File: src/rtl/ps2_key_event_gen.sv
// ----------------------------------------------------------------------------
// ps2_key_event_gen
//   Host-side PS/2 keyboard receiver.
//   - Synchronises and glitch-filters the raw PS/2 clock.
//   - Shifts in 11-bit frames (start, data LSB first, odd parity, stop).
//   - Decodes set-2 E0/F0 prefixes into a toggle-format key event bus.
//   All logic runs in the clk_sys domain. The block is receive-only.
//
// Ports
//   clk_sys      in   system clock
//   reset_n      in   asynchronous active-low reset (synchronous release)
//   ps2_clk_in   in   raw PS/2 clock line (asynchronous)
//   ps2_data_in  in   raw PS/2 data line (asynchronous)
//   ps2_key      out  {toggle, pressed, extended, code[7:0]}
//   byte_valid   out  one-cycle strobe: good frame received
//   byte_data    out  last good byte (held after the strobe)
//   frame_err    out  one-cycle strobe: frame rejected or timed out
//
// Optional feature
//   PS2_WATCHDOG_EN : when defined, a partial frame that sees no filtered
//                     falling edge for TIMEOUT_CYC cycles is abandoned and
//                     reported on frame_err.
// ----------------------------------------------------------------------------
module ps2_key_event_gen #(
    parameter int unsigned FILT_LEN    = 8,
    parameter int unsigned TIMEOUT_CYC = 48000
) (
    input  logic        clk_sys,
    input  logic        reset_n,
    input  logic        ps2_clk_in,
    input  logic        ps2_data_in,
    output logic [10:0] ps2_key,
    output logic        byte_valid,
    output logic [7:0]  byte_data,
    output logic        frame_err
);

    typedef enum logic [1:0] {
        S_IDLE,
        S_E0,
        S_F0,
        S_E0F0
    } state_t;

    if (FILT_LEN < 2 || TIMEOUT_CYC < 1) begin : g_param_check
        $error("ps2_key_event_gen: FILT_LEN must be >= 2 and TIMEOUT_CYC >= 1");
    end

    // ------------------------------------------------------------------
    // Input synchronisers (idle-high lines, so reset to 1)
    // ------------------------------------------------------------------
    logic r_clk_s1, r_clk_s2;
    logic r_dat_s1, r_dat_s2;

    always_ff @(posedge clk_sys or negedge reset_n) begin
        if (!reset_n) begin
            r_clk_s1 <= 1'b1;
            r_clk_s2 <= 1'b1;
            r_dat_s1 <= 1'b1;
            r_dat_s2 <= 1'b1;
        end else begin
            r_clk_s1 <= ps2_clk_in;
            r_clk_s2 <= r_clk_s1;
            r_dat_s1 <= ps2_data_in;
            r_dat_s2 <= r_dat_s1;
        end
    end

    // ------------------------------------------------------------------
    // Clock filter: level changes only once the last FILT_LEN samples agree
    // ------------------------------------------------------------------
    logic [FILT_LEN-1:0] r_filt_sr;
    logic                r_filt_clk;
    logic                w_fall;

    // Falling edge is flagged in the same cycle the filtered level drops.
    assign w_fall = r_filt_clk && (r_filt_sr == '0);

    always_ff @(posedge clk_sys or negedge reset_n) begin
        if (!reset_n) begin
            r_filt_sr  <= '1;
            r_filt_clk <= 1'b1;
        end else begin
            r_filt_sr <= {r_filt_sr[FILT_LEN-2:0], r_clk_s2};
            if (r_filt_sr == '0) begin
                r_filt_clk <= 1'b0;
            end else if (r_filt_sr == '1) begin
                r_filt_clk <= 1'b1;
            end
        end
    end

    // ------------------------------------------------------------------
    // Frame shifter
    // ------------------------------------------------------------------
    logic [3:0]  r_bitcnt;
    logic [10:0] r_shift;
    logic        r_done;
    logic        w_timeout;
    logic        w_frame_ok;

    always_ff @(posedge clk_sys or negedge reset_n) begin
        if (!reset_n) begin
            r_bitcnt <= '0;
            r_shift  <= '0;
            r_done   <= 1'b0;
        end else begin
            r_done <= 1'b0;
            if (w_fall) begin
                r_shift <= {r_dat_s2, r_shift[10:1]};
                if (r_bitcnt == 4'd10) begin
                    r_bitcnt <= '0;
                    r_done   <= 1'b1;
                end else begin
                    r_bitcnt <= r_bitcnt + 4'd1;
                end
            end else if (w_timeout) begin
                r_bitcnt <= '0;
            end
        end
    end

    // start=0, stop=1, data plus parity carries an odd number of ones
    assign w_frame_ok = !r_shift[0] && r_shift[10] && (^r_shift[9:1]);

`ifdef PS2_WATCHDOG_EN
    localparam int unsigned WD_W = (TIMEOUT_CYC > 1) ? $clog2(TIMEOUT_CYC) : 1;

    logic [WD_W-1:0] r_wd_cnt;

    assign w_timeout = (r_bitcnt != '0) && !w_fall &&
                       (r_wd_cnt == WD_W'(TIMEOUT_CYC - 1));

    always_ff @(posedge clk_sys or negedge reset_n) begin
        if (!reset_n) begin
            r_wd_cnt <= '0;
        end else if ((r_bitcnt == '0) || w_fall || w_timeout) begin
            r_wd_cnt <= '0;
        end else begin
            r_wd_cnt <= r_wd_cnt + 1'b1;
        end
    end
`else
    assign w_timeout = 1'b0;
`endif

    // ------------------------------------------------------------------
    // Byte strobes. A timeout can only fire while a frame is open, and
    // r_done only while the counter has just returned to 0, so the two
    // strobes never coincide.
    // ------------------------------------------------------------------
    logic       r_byte_valid;
    logic [7:0] r_byte_data;
    logic       r_frame_err;

    always_ff @(posedge clk_sys or negedge reset_n) begin
        if (!reset_n) begin
            r_byte_valid <= 1'b0;
            r_byte_data  <= '0;
            r_frame_err  <= 1'b0;
        end else begin
            r_byte_valid <= r_done && w_frame_ok;
            r_frame_err  <= (r_done && !w_frame_ok) || w_timeout;
            if (r_done && w_frame_ok) begin
                r_byte_data <= r_shift[8:1];
            end
        end
    end

    // ------------------------------------------------------------------
    // Set-2 prefix decoder
    // ------------------------------------------------------------------
    state_t      r_state;
    state_t      w_state_nxt;
    logic        w_emit;
    logic        w_pressed;
    logic        w_ext;
    logic [10:0] r_key;

    always_comb begin
        w_state_nxt = r_state;
        w_emit      = 1'b0;
        w_pressed   = 1'b0;
        w_ext       = 1'b0;
        if (r_byte_valid) begin
            case (r_byte_data)
                8'hE0: w_state_nxt = S_E0;
                8'hF0: w_state_nxt = ((r_state == S_E0) || (r_state == S_E0F0)) ? S_E0F0 : S_F0;
                8'h00, 8'hAA, 8'hEE, 8'hFA,
                8'hFC, 8'hFE, 8'hFF: w_state_nxt = S_IDLE;
                default: begin
                    w_state_nxt = S_IDLE;
                    w_emit      = 1'b1;
                    w_pressed   = (r_state == S_IDLE) || (r_state == S_E0);
                    w_ext       = (r_state == S_E0) || (r_state == S_E0F0);
                end
            endcase
        end
    end

    always_ff @(posedge clk_sys or negedge reset_n) begin
        if (!reset_n) begin
            r_state <= S_IDLE;
            r_key   <= '0;
        end else begin
            r_state <= w_state_nxt;
            if (w_emit) begin
                r_key <= {~r_key[10], w_pressed, w_ext, r_byte_data};
            end
        end
    end

    assign ps2_key    = r_key;
    assign byte_valid = r_byte_valid;
    assign byte_data  = r_byte_data;
    assign frame_err  = r_frame_err;

endmodule

File: config.mk
export PLATFORM = sky130hd
export DESIGN_NAME = ps2_key_event_gen
export DESIGN_NICKNAME = d
export VERILOG_FILES = /design/src/rtl/ps2_key_event_gen.sv
export SDC_FILE = /design/constraint.sdc
export NUM_CORES = 1
export LEC_CHECK = 0
export ABC_AREA = 1
export BUFFER_PORTS_ARGS = -buffer_cell sky130_fd_sc_hd__buf_2
export CAP_MARGIN = 5
export CORE_MARGIN = 8
export CORE_UTILIZATION = 40
export DETAILED_ROUTE_END_ITERATION = 16
export PLACE_DENSITY = 0.57
export REMOVE_ABC_BUFFERS = 1
export SYNTH_ARGS = -nofsm -noshare
export SYNTH_HDL_FRONTEND = slang
export SYNTH_SLANG_ARGS = --single-unit
File: constraint.sdc
create_clock -name clk_sys -period 1.61 [get_ports clk_sys]
set_input_delay 0.322 -clock clk_sys [delete_from_list [all_inputs] [get_ports clk_sys]]
set_output_delay 0.322 -clock clk_sys [all_outputs]
set_load 0.01 [all_outputs]
# After elaboration in Yosys (flattened, before gate mapping)
# Cells that the tools add are included.
totals:
  ff_bits: 52
  input_bits: 4
  output_inout_bits: 21
  word_cells: 56
classes:
  n_addsub: 1
  eq_ne: 12
  muxes: 13
  bitwise: 1
  reduce_logical: 15
op_table:
  columns: ["cell", "count"]
  rows:
  - ["equality test 8 bit (second input constant)", 9]
  - ["logical NOT 8 bit", 2]
  - ["2-to-1 mux 1 bit", 11]
  - ["OR reduction 9 bit", 1]
  - ["XOR reduction 9 bit", 1]
  - ["logical AND 1 bit", 5]
  - ["adder 4 x 1 -> 4 bit (second input constant)", 1]
  - ["equality test 4 bit (second input constant)", 1]
  - ["2-to-1 mux 4 bit", 1]
  - ["case mux 2 bit (2 select lines)", 1]
  - ["equality test 2 x 1 -> 1 bit (second input constant)", 1]
  - ["equality test 2 bit (second input constant)", 1]
  - ["logical NOT 1 bit", 2]
  - ["logical NOT 2 bit", 1]
  - ["logical OR 1 bit", 2]
  - ["nonzero test 2 bit", 1]
  - ["inverter 1 bit", 1]

# Longest topological paths before layout
# Gate-level depths: netlist of run 1.
depth:
  word_depth: 5
  mapped_depth: 12
  depth_no_buf: 12

# Worst setup path before layout of run 1
# Ideal clock, no wire load.
synth_path:
  kind: "register to register"
  from: "register r_byte_data[1] (netlist: byte_data[1])"
  to: "register r_key[10] (netlist: ps2_key[10])"
  setup_ns: 0.117
  t_arrival_ns: 1.253
  required_time_ns: 1.493
  setup_slack_ns: 0.241
  stages_incl_launch_ff: 10
  n_path_buf: 1
  period_less_slack_ns: 1.369
  cell_sequence: "dfrtp_1 > nor2_2 > nand3_1 > inv_2 > nand2_1 > a21oi_2 > nor2_2 > buf_4 > nand3b_1 > nand2_1"
synth_via:
  elab_chain_cells: 4
  elab_cells_between_ends: 12
  classes_between: "eq/ne (8); mux (2); reduce/logical (2)"
synth_rtl:
  columns: ["item", "line_no", "source"]
  rows:
  - ["start, declared", "153", "logic [7:0] r_byte_data;"]
  - ["start signal, assigned", "165", "r_byte_data <= r_shift[8:1];"]
  - ["equality test 8 bit or logical NOT 8 bit (tied branches)", "186", "case (r_byte_data)"]
  - ["OR reduction 9 bit (no source line) (*)", null, null]
  - ["2-to-1 mux 1 bit (*)", "186", null]
  - ["2-to-1 mux 1 bit (*)", "185", "if (r_byte_valid) begin"]
  - ["end signal, assigned", "208", "r_key <= {~r_key[10], w_pressed, w_ext, r_byte_data};"]
  - ["end, declared", "178", "logic [10:0] r_key;"]
# Every way passes the cells marked *; elsewhere a longest branch is shown, timed or not.
# A chain may end at the register's enable or synchronous reset.

# Final worst setup path of run 1
layout_path:
  from: "register r_byte_data[7] (netlist: byte_data[7])"
  to: "register r_key[3] (netlist: ps2_key[3])"
# Same word-level chain as after synthesis.

==> results of run 1 <==
==> final cells by class <==
class	count	area share (%)
clock buffers	7	3.186
well taps	72	3.324
repair inverters	1	0.1847
repair buffers	38	9.234
multi-input cells	158	31.02
flip-flops and latches	52	48.75
clock inverters	1	0.2770
inverters	28	4.017
==> kinds of logic after synthesis <==
group / count (synthesis)
compound gates: 25
xor+xnor: 1
buf+inv: 34
flops: 52
simple gates: 131
==> sequential cells by signal (all words and copies together) (netlist names) <==
register / flops
ps2_key: 11
r_shift: 11
byte_data: 8
r_filt_sr: 8
r_bitcnt: 4
r_state: 2
byte_valid: 1
frame_err: 1
r_clk_s1: 1
r_clk_s2: 1
r_dat_s1: 1
r_dat_s2: 1
r_done: 1
r_filt_clk: 1
==> cell usage in the layout, fill, tap and decap left out, types with 2 or more instances in the layout <==
| cell | instances |
|---|---|
| sky130_fd_sc_hd__nand3b_1 | 2 |
| sky130_fd_sc_hd__dfrtp_1 | 36 |
| sky130_fd_sc_hd__dfrtp_2 | 3 |
| sky130_fd_sc_hd__nand3_1 | 15 |
| sky130_fd_sc_hd__nand2_2 | 16 |
| sky130_fd_sc_hd__buf_4 | 12 |
| sky130_fd_sc_hd__nand4_1 | 13 |
| sky130_fd_sc_hd__inv_2 | 6 |
| sky130_fd_sc_hd__nor3_1 | 2 |
| sky130_fd_sc_hd__o21ai_0 | 14 |
| sky130_fd_sc_hd__nand2_1 | 63 |
| sky130_fd_sc_hd__nand2_4 | 3 |
| sky130_fd_sc_hd__buf_12 | 2 |
| sky130_fd_sc_hd__buf_2 | 24 |
| sky130_fd_sc_hd__clkbuf_8 | 6 |
| sky130_fd_sc_hd__nand3_2 | 3 |
| sky130_fd_sc_hd__nor4_1 | 2 |
| sky130_fd_sc_hd__inv_1 | 21 |
| sky130_fd_sc_hd__o21a_1 | 2 |
| sky130_fd_sc_hd__nor2_2 | 2 |
| sky130_fd_sc_hd__clkinvlp_4 | 2 |
| sky130_fd_sc_hd__a21oi_1 | 5 |
| sky130_fd_sc_hd__dfstp_2 | 13 |
| sky130_fd_sc_hd__nor2_1 | 8 |
==> critical path: stages (launching register included) <==
cell and delay (ns):
sky130_fd_sc_hd__dfrtp_1 0.41, sky130_fd_sc_hd__buf_4 0.16, sky130_fd_sc_hd__nor3_1 0.18, sky130_fd_sc_hd__nand2_1 0.09, sky130_fd_sc_hd__a21oi_2 0.18, sky130_fd_sc_hd__nor2_4 0.08
sky130_fd_sc_hd__buf_4 0.16, sky130_fd_sc_hd__nand3_1 0.07, sky130_fd_sc_hd__nand2_1 0.05
==> stage by stage <==
step                area [µm²]  util (%)
detailed placement        2544     46.19
finish                    2710     49.22
floorplan                 2233         -
CTS                       2645     48.03
global route              2710     49.22
global placement          2544     46.19
==> power by group through the flow <==
stage	sequential, µW	clock [µW]	combinational, µW
final	1350	771	47.5
after global routing	1350	838	56.6
after CTS	1350	797	49.0
after detailed placement	1370	0	49.0
after global placement	1370	0	48.3
after floorplan	1370	0	11.2
==> worst paths after layout <==
check / endpoint / depth (start not counted)
setup / recovery: ps2_key[3] / 8
hold / removal: ps2_key[2] / 2
setup reg to reg: ps2_key[3] / 8
hold reg to reg: r_filt_sr[0] / 0
max in group asynchronous: r_filt_sr[2] / 2
min in group clk_sys: r_clk_s1 / 1
==> what timing repair did <==
item / in CTS / in global routing
setup buffers: 0 / 4
pin swaps: 0 / 1
endpoints found under the setup margin: 11 / 26
cloned: 0 / 2
gates resized for setup: 1 / 8
==> metal layers <==
metal  share of wire (%)  wire (µm)  GRT usage (%)  up-vias
li1                    -          -              -      864
met1                  50       2091          13.22      787
met2                  44       1859          16.32       31
met3                 4.5        188          3.292        7
met4                 1.8         74          4.775        0
met5                   0          0              0        -
==> impl_metrics.py, run 1 <==
metrics = {
    "detailed_routing": {
        "route.detailed.vias_per_inst": 4.731,
        "drtPass1Iterations": 4,
        "drc": 0,
        "route.final.wire_length_um": 4213,
        "iter_0_drt_violations": 48,
        "final_antenna_net_count": 0,
        "routed-via-count": 1689,
        "route.detailed.wl_per_inst_um": 11.80,
    },
    "synthesis": {
        "post_synth_mux_area_share_pct": 0,
        "synthesis.area_per_instance_um2": 9.351,
        "ys_seq_area_share_pct": 57.98,
        "synthTopCellsByArea": "sky130_fd_sc_hd__dfrtp_1 (43%), sky130_fd_sc_hd__dfstp_2 (15%), sky130_fd_sc_hd__nand2_1 (11%), sky130_fd_sc_hd__nand2_2 (4.4%), sky130_fd_sc_hd__inv_1 (3.6%)",
        "synth_simple_gate_area_share_pct": 28.58,
        "main_combinational_cell_family_by_area_after_synthesis": "simple AND/OR/NAND/NOR gates",
        "synth_common_cells": "sky130_fd_sc_hd__nand2_1 (64), sky130_fd_sc_hd__dfrtp_1 (39), sky130_fd_sc_hd__inv_1 (22)",
        "synth_largest_area_cell": "sky130_fd_sc_hd__dfrtp_1",
        "netlist_area_um2": 2272,
        "ys.flop_type": "sky130_fd_sc_hd__dfrtp_1",
        "synth-compound-area-share_pct": 6.388,
        "yosys.cell_types.count": 29,
        "most_frequent_cell_after_synthesis": "sky130_fd_sc_hd__nand2_1",
        "synthArstFlopShare_pct": 100.0,
        "synth_enable_flop_cells": 0,
        "postSynthRegisterBits": 52,
        "syn_inst": 243,
        "post-synth-top-area-fraction_pct": 42.95,
        "synth_xor_area_share_pct": 0.7159,
        "synthAdderAreaFrac_pct": 0,
        "yosysWarningCount": 0,
    },
    "cells_and_area": {
        "nNetsFinal": 288,
        "antenna_cells_inserted": 0,
        "final_cells": 357,
        "layout.filler_cells": 507,
        "synthToLayoutAreaGrowth_pct": 19.27,
        "drive_gt1_share_pct": 34.39,
        "multi_input_area_um2": 840.8,
        "ff_latch_area_um2": 1321,
    },
    "timing": {
        "setup-violations-final": 0,
        "slew_headroom_pct": 65.31,
        "skew_ns": 0.009604,
        "rsz0062_at_grt": "yes",
        "worstMarginPinSlew_ns": 0.5199,
        "layout_worst_path_cycle_share_pct": 91.89,
        "timing.hold.ws_ns": 0.001701,
        "finalWorstSetupSlack_ns": 0.1305,
        "post_layout_minimum_cycle_time_ns": 1.479,
        "timing.setup.tns_ns": 0,
        "timing.final.hold_violations": 0,
        "slew_violations": 0,
        "fmax_mhz": 675.9,
    },
    "clock_tree": {
        "clkLatencyLatePin_ns": 0.30,
        "cts_htree_levels": 2,
        "cts-buffers-inserted": 5,
        "cts.sinks": 52,
        "path_clk_slew_ns": 0.09,
        "tritoncts": "built",
        "buffer_type_at_the_clock_tree_root": "sky130_fd_sc_hd__clkbuf_8",
        "cts.hold.buffers_added": 0,
        "worst_case_clock_buffer_depth": 2,
    },
    "setup_path": {
        "cp-start-kind": "flip-flop",
        "worstSetupPathType": "reg -> reg",
        "crit_start": "byte_data[7]",
        "critical_path_fanout_max": 7,
        "critical_path_data_arrival_time_ns": 1.67,
        "worst_reg2reg_setup_slack_ns": 0.13,
        "critical_path.endpoint_type": "flip-flop",
        "r2r_start": "byte_data[7]",
        "worstPathRequired_ns": 1.80,
    },
    "run_status": {
        "result_of_the_run": "finished, final reports clean",
    },
    "pwr": {
        "pwr-share-clk_pct": 35.6,
        "report.power.total_uw": 2164,
        "p_sw_share_pct": 21.46,
        "power.static_leakage_uw": 0.001345,
        "vdd.ir_drop.worst_v": 0.0003483,
        "seqPwrFrac_pct": 62.2,
        "switching_component_of_the_power_uw": 464.5,
        "power_per_cell_area_nw_per_um2": 798.7,
        "p_int_uw": 1700,
        "power_frac_comb_pct": 2.2,
    },
    "worst_hold_path": {
        "hold_path.class": "in -> async",
    },
    "global_route": {
        "antenna_found_initial": 0,
        "vias_in_the_first_global_route": 1605,
        "grt_pass1_wl_um": 7334,
        "grt_start_max_net_pins": 53,
        "grt_overflow_total": 0,
        "grt_use_total_pct": 10.56,
    },
    "die": {
        "initial_core_utilization_pct": 41.26,
        "dieArea_um2": 8348,
        "chipHeight_um": 91.37,
        "core.rowCount": 27,
        "core_area_um2": 5507,
        "die-width_um": 91.37,
        "num_io_pins": 25,
    },
    "placement": {
        "hpwl_um": 2918,
        "post-place-ws_ns": -0.1232,
        "routabilityCongestion": 0.7667,
        "place.port_buffers": 24,
        "numPlacedInstances": 343,
    },
    "run": {
        "timing.max_cap.violations": 0,
    },
}
Note: power is estimated with default switching activity, not from simulation.
==> run 2: changes to the inputs <==
--- a/config.mk
+++ b/config.mk
@@ -10,6 +10,7 @@
 export CAP_MARGIN = 5
 export CORE_MARGIN = 8
 export CORE_UTILIZATION = 40
+export CTS_BUF_LIST = sky130_fd_sc_hd__clkbuf_4
 export DETAILED_ROUTE_END_ITERATION = 16
 export PLACE_DENSITY = 0.57
 export REMOVE_ABC_BUFFERS = 1
==> impl_metrics.py, run 2 (synthesis gave the netlist of run 1 again) <==
metrics = {
    "pwr": {
        "power.static_leakage_uw": 0.001341,
        "p_sw_share_pct": 22.35,
        "power_per_cell_area_nw_per_um2": 734.0,
        "vdd.ir_drop.worst_v": 0.0003631,
        "switching_component_of_the_power_uw": 442.4,
        "report.power.total_uw": 1979,
        "pwr-share-clk_pct": 29.4,
        "power_frac_comb_pct": 2.5,
        "seqPwrFrac_pct": 68.1,
        "p_int_uw": 1537,
    },
    "cells_and_area": {
        "final_util_pct": 48.97,
        "synthToLayoutAreaGrowth_pct": 18.67,
        "nNetsFinal": 290,
        "drive_gt1_share_pct": 34.49,
        "final_area_um2": 2696,
        "antenna_cells_inserted": 0,
        "most_common_cell_after_layout_fill_and_taps_aside": "sky130_fd_sc_hd__nand2_1",
        "most-common-layout-cells": "sky130_fd_sc_hd__nand2_1 (63), sky130_fd_sc_hd__dfrtp_1 (36), sky130_fd_sc_hd__buf_2 (24), sky130_fd_sc_hd__inv_1 (21), sky130_fd_sc_hd__nand2_2 (17)",
    },
    "timing": {
        "timing.hold.ws_ns": 0.02985,
        "post_layout_minimum_cycle_time_ns": 1.501,
        "setup-violations-final": 0,
        "timing.setup.tns_ns": 0,
        "timing.final.hold_violations": 0,
        "layout_worst_path_cycle_share_pct": 93.22,
        "fmax_mhz": 666.3,
        "rsz0062_at_grt": "no",
        "slew_violations": 0,
        "skew_ns": 0.008574,
        "slew_headroom_pct": 63.03,
        "worstMarginPinSlew_ns": 0.5540,
    },
    "placement": {
        "routabilityCongestion": 0.7667,
        "hpwl_um": 2918,
        "place.port_buffers": 24,
        "dpl-instance-area_um2": 2544,
    },
    "clock_tree": {
        "path_clk_slew_ns": 0.14,
        "worst_case_clock_buffer_depth": 2,
        "cts_htree_levels": 2,
        "clkLatencyLatePin_ns": 0.37,
        "cts.sinks": 52,
        "cts-buffers-inserted": 5,
        "buffer_type_at_the_clock_tree_root": "sky130_fd_sc_hd__clkbuf_4",
        "tritoncts": "built",
    },
    "detailed_routing": {
        "routed-via-count": 1705,
        "drc": 0,
        "iter_0_drt_violations": 64,
        "drtPass1Iterations": 4,
        "route.detailed.wl_per_inst_um": 11.84,
        "route.final.wire_length_um": 4251,
        "final_antenna_net_count": 0,
        "route.detailed.vias_per_inst": 4.749,
    },
    "global_route": {
        "antenna_found_initial": 0,
        "vias_in_the_first_global_route": 1623,
        "grt_use_total_pct": 10.70,
        "grt_start_max_net_pins": 53,
        "grt_pass1_wl_um": 7389,
        "grt_overflow_total": 0,
    },
    "die": {
        "core.rowCount": 27,
        "core_area_um2": 5507,
        "initial_core_utilization_pct": 41.26,
        "dieArea_um2": 8348,
        "die-width_um": 91.37,
        "num_io_pins": 25,
        "chipHeight_um": 91.37,
    },
    "setup_path": {
        "worstPathRequired_ns": 1.88,
        "worstSetupPathType": "reg -> reg",
        "critical_path_fanout_max": 7,
        "critical_path.endpoint_type": "flip-flop",
        "critical_path_data_arrival_time_ns": 1.78,
        "cp-start-kind": "flip-flop",
    },
    "worst_hold_path": {
        "hold_path.class": "in -> reg",
    },
    "run": {
        "timing.max_cap.violations": 0,
    },
    "run_status": {
        "result_of_the_run": "finished, final reports clean",
    },
}
[run 2: cell types whose count changed in the layout (fill, tap and decap cells not counted), sizes merged]
cell	previous run	this run
nand2	82	83
clkinv	0	1
clkbuf	7	6
dlygate4sd3	0	1
[run 2: worst paths after layout]
path                                   start            to  slack [ns]  depth (start not counted)
worst min register to register      r_clk_s2  r_filt_sr[0]        0.37                          0
max in group asynchronous            reset_n  r_filt_sr[2]        0.87                          3
worst min-delay path              ps2_clk_in      r_clk_s1        0.03                          1
worst max-delay path            byte_data[7]   ps2_key[10]        0.11                          8
min in group asynchronous            reset_n     frame_err        0.46                          3
worst max register to register  byte_data[7]   ps2_key[10]        0.11                          8
[run 2: power groups by stage]
| stage | combinational, µW | clock [µW] | sequential, µW |
|---|---|---|---|
| global route | 58.7 | 661 | 1350 |
| floorplan | 11.2 | 0 | 1370 |
| global placement | 48.3 | 0 | 1370 |
| finish | 49.1 | 583 | 1350 |
| detailed placement | 49.0 | 0 | 1370 |
| CTS | 50.8 | 617 | 1350 |
[run 2: timing repair]
action	in CTS	in global routing
gates resized for setup	2	8
endpoints found under the setup margin	11	26
gates cloned	0	3
hold endpoints to repair	39	0
hold buffers	1	0
pin swaps	0	1
setup buffers	0	4
[run 2: metrics by stage]
step           cells  setup slack (ns)
2_1_floorplan    237           0.02453
3_3_place_gp     343          -0.07244
3_5_place_dp     343           -0.1232
4_1_cts          352           0.06088
5_1_grt          359          0.003902
6_report         359            0.1092
[run 2: layout make-up]
class                      instances  area [µm²]
inverter                          28       108.9
tap                               72       90.09
multi-input combinational        159       854.6
timing repair inverter             1       5.005
fill                             512        2810
clock buffer                       6       45.04
timing repair buffer              39       260.3
clock inverter                     2       11.26
sequential                        52        1321
[run 2: metal layers]
layer	part of all wire [%]	routed length, µm	GRT usage [%]	up-vias
met4	1.8	76	5.593	0
met1	49	2079	13.27	792
li1	-	-	-	877
met2	45	1899	16.38	28
met5	0	0	0	-
met3	4.6	195	3.292	8
[run 2: worst max-delay path, cell delays in order (launching register included)]
cell	delay [ns]
sky130_fd_sc_hd__dfrtp_1	0.42
sky130_fd_sc_hd__buf_4	0.16
sky130_fd_sc_hd__nor3_1	0.19
sky130_fd_sc_hd__nand2_1	0.10
sky130_fd_sc_hd__a21oi_2	0.18
sky130_fd_sc_hd__nor2_4	0.08
sky130_fd_sc_hd__buf_4	0.16
sky130_fd_sc_hd__nand3b_1	0.07
sky130_fd_sc_hd__nand2_1	0.06
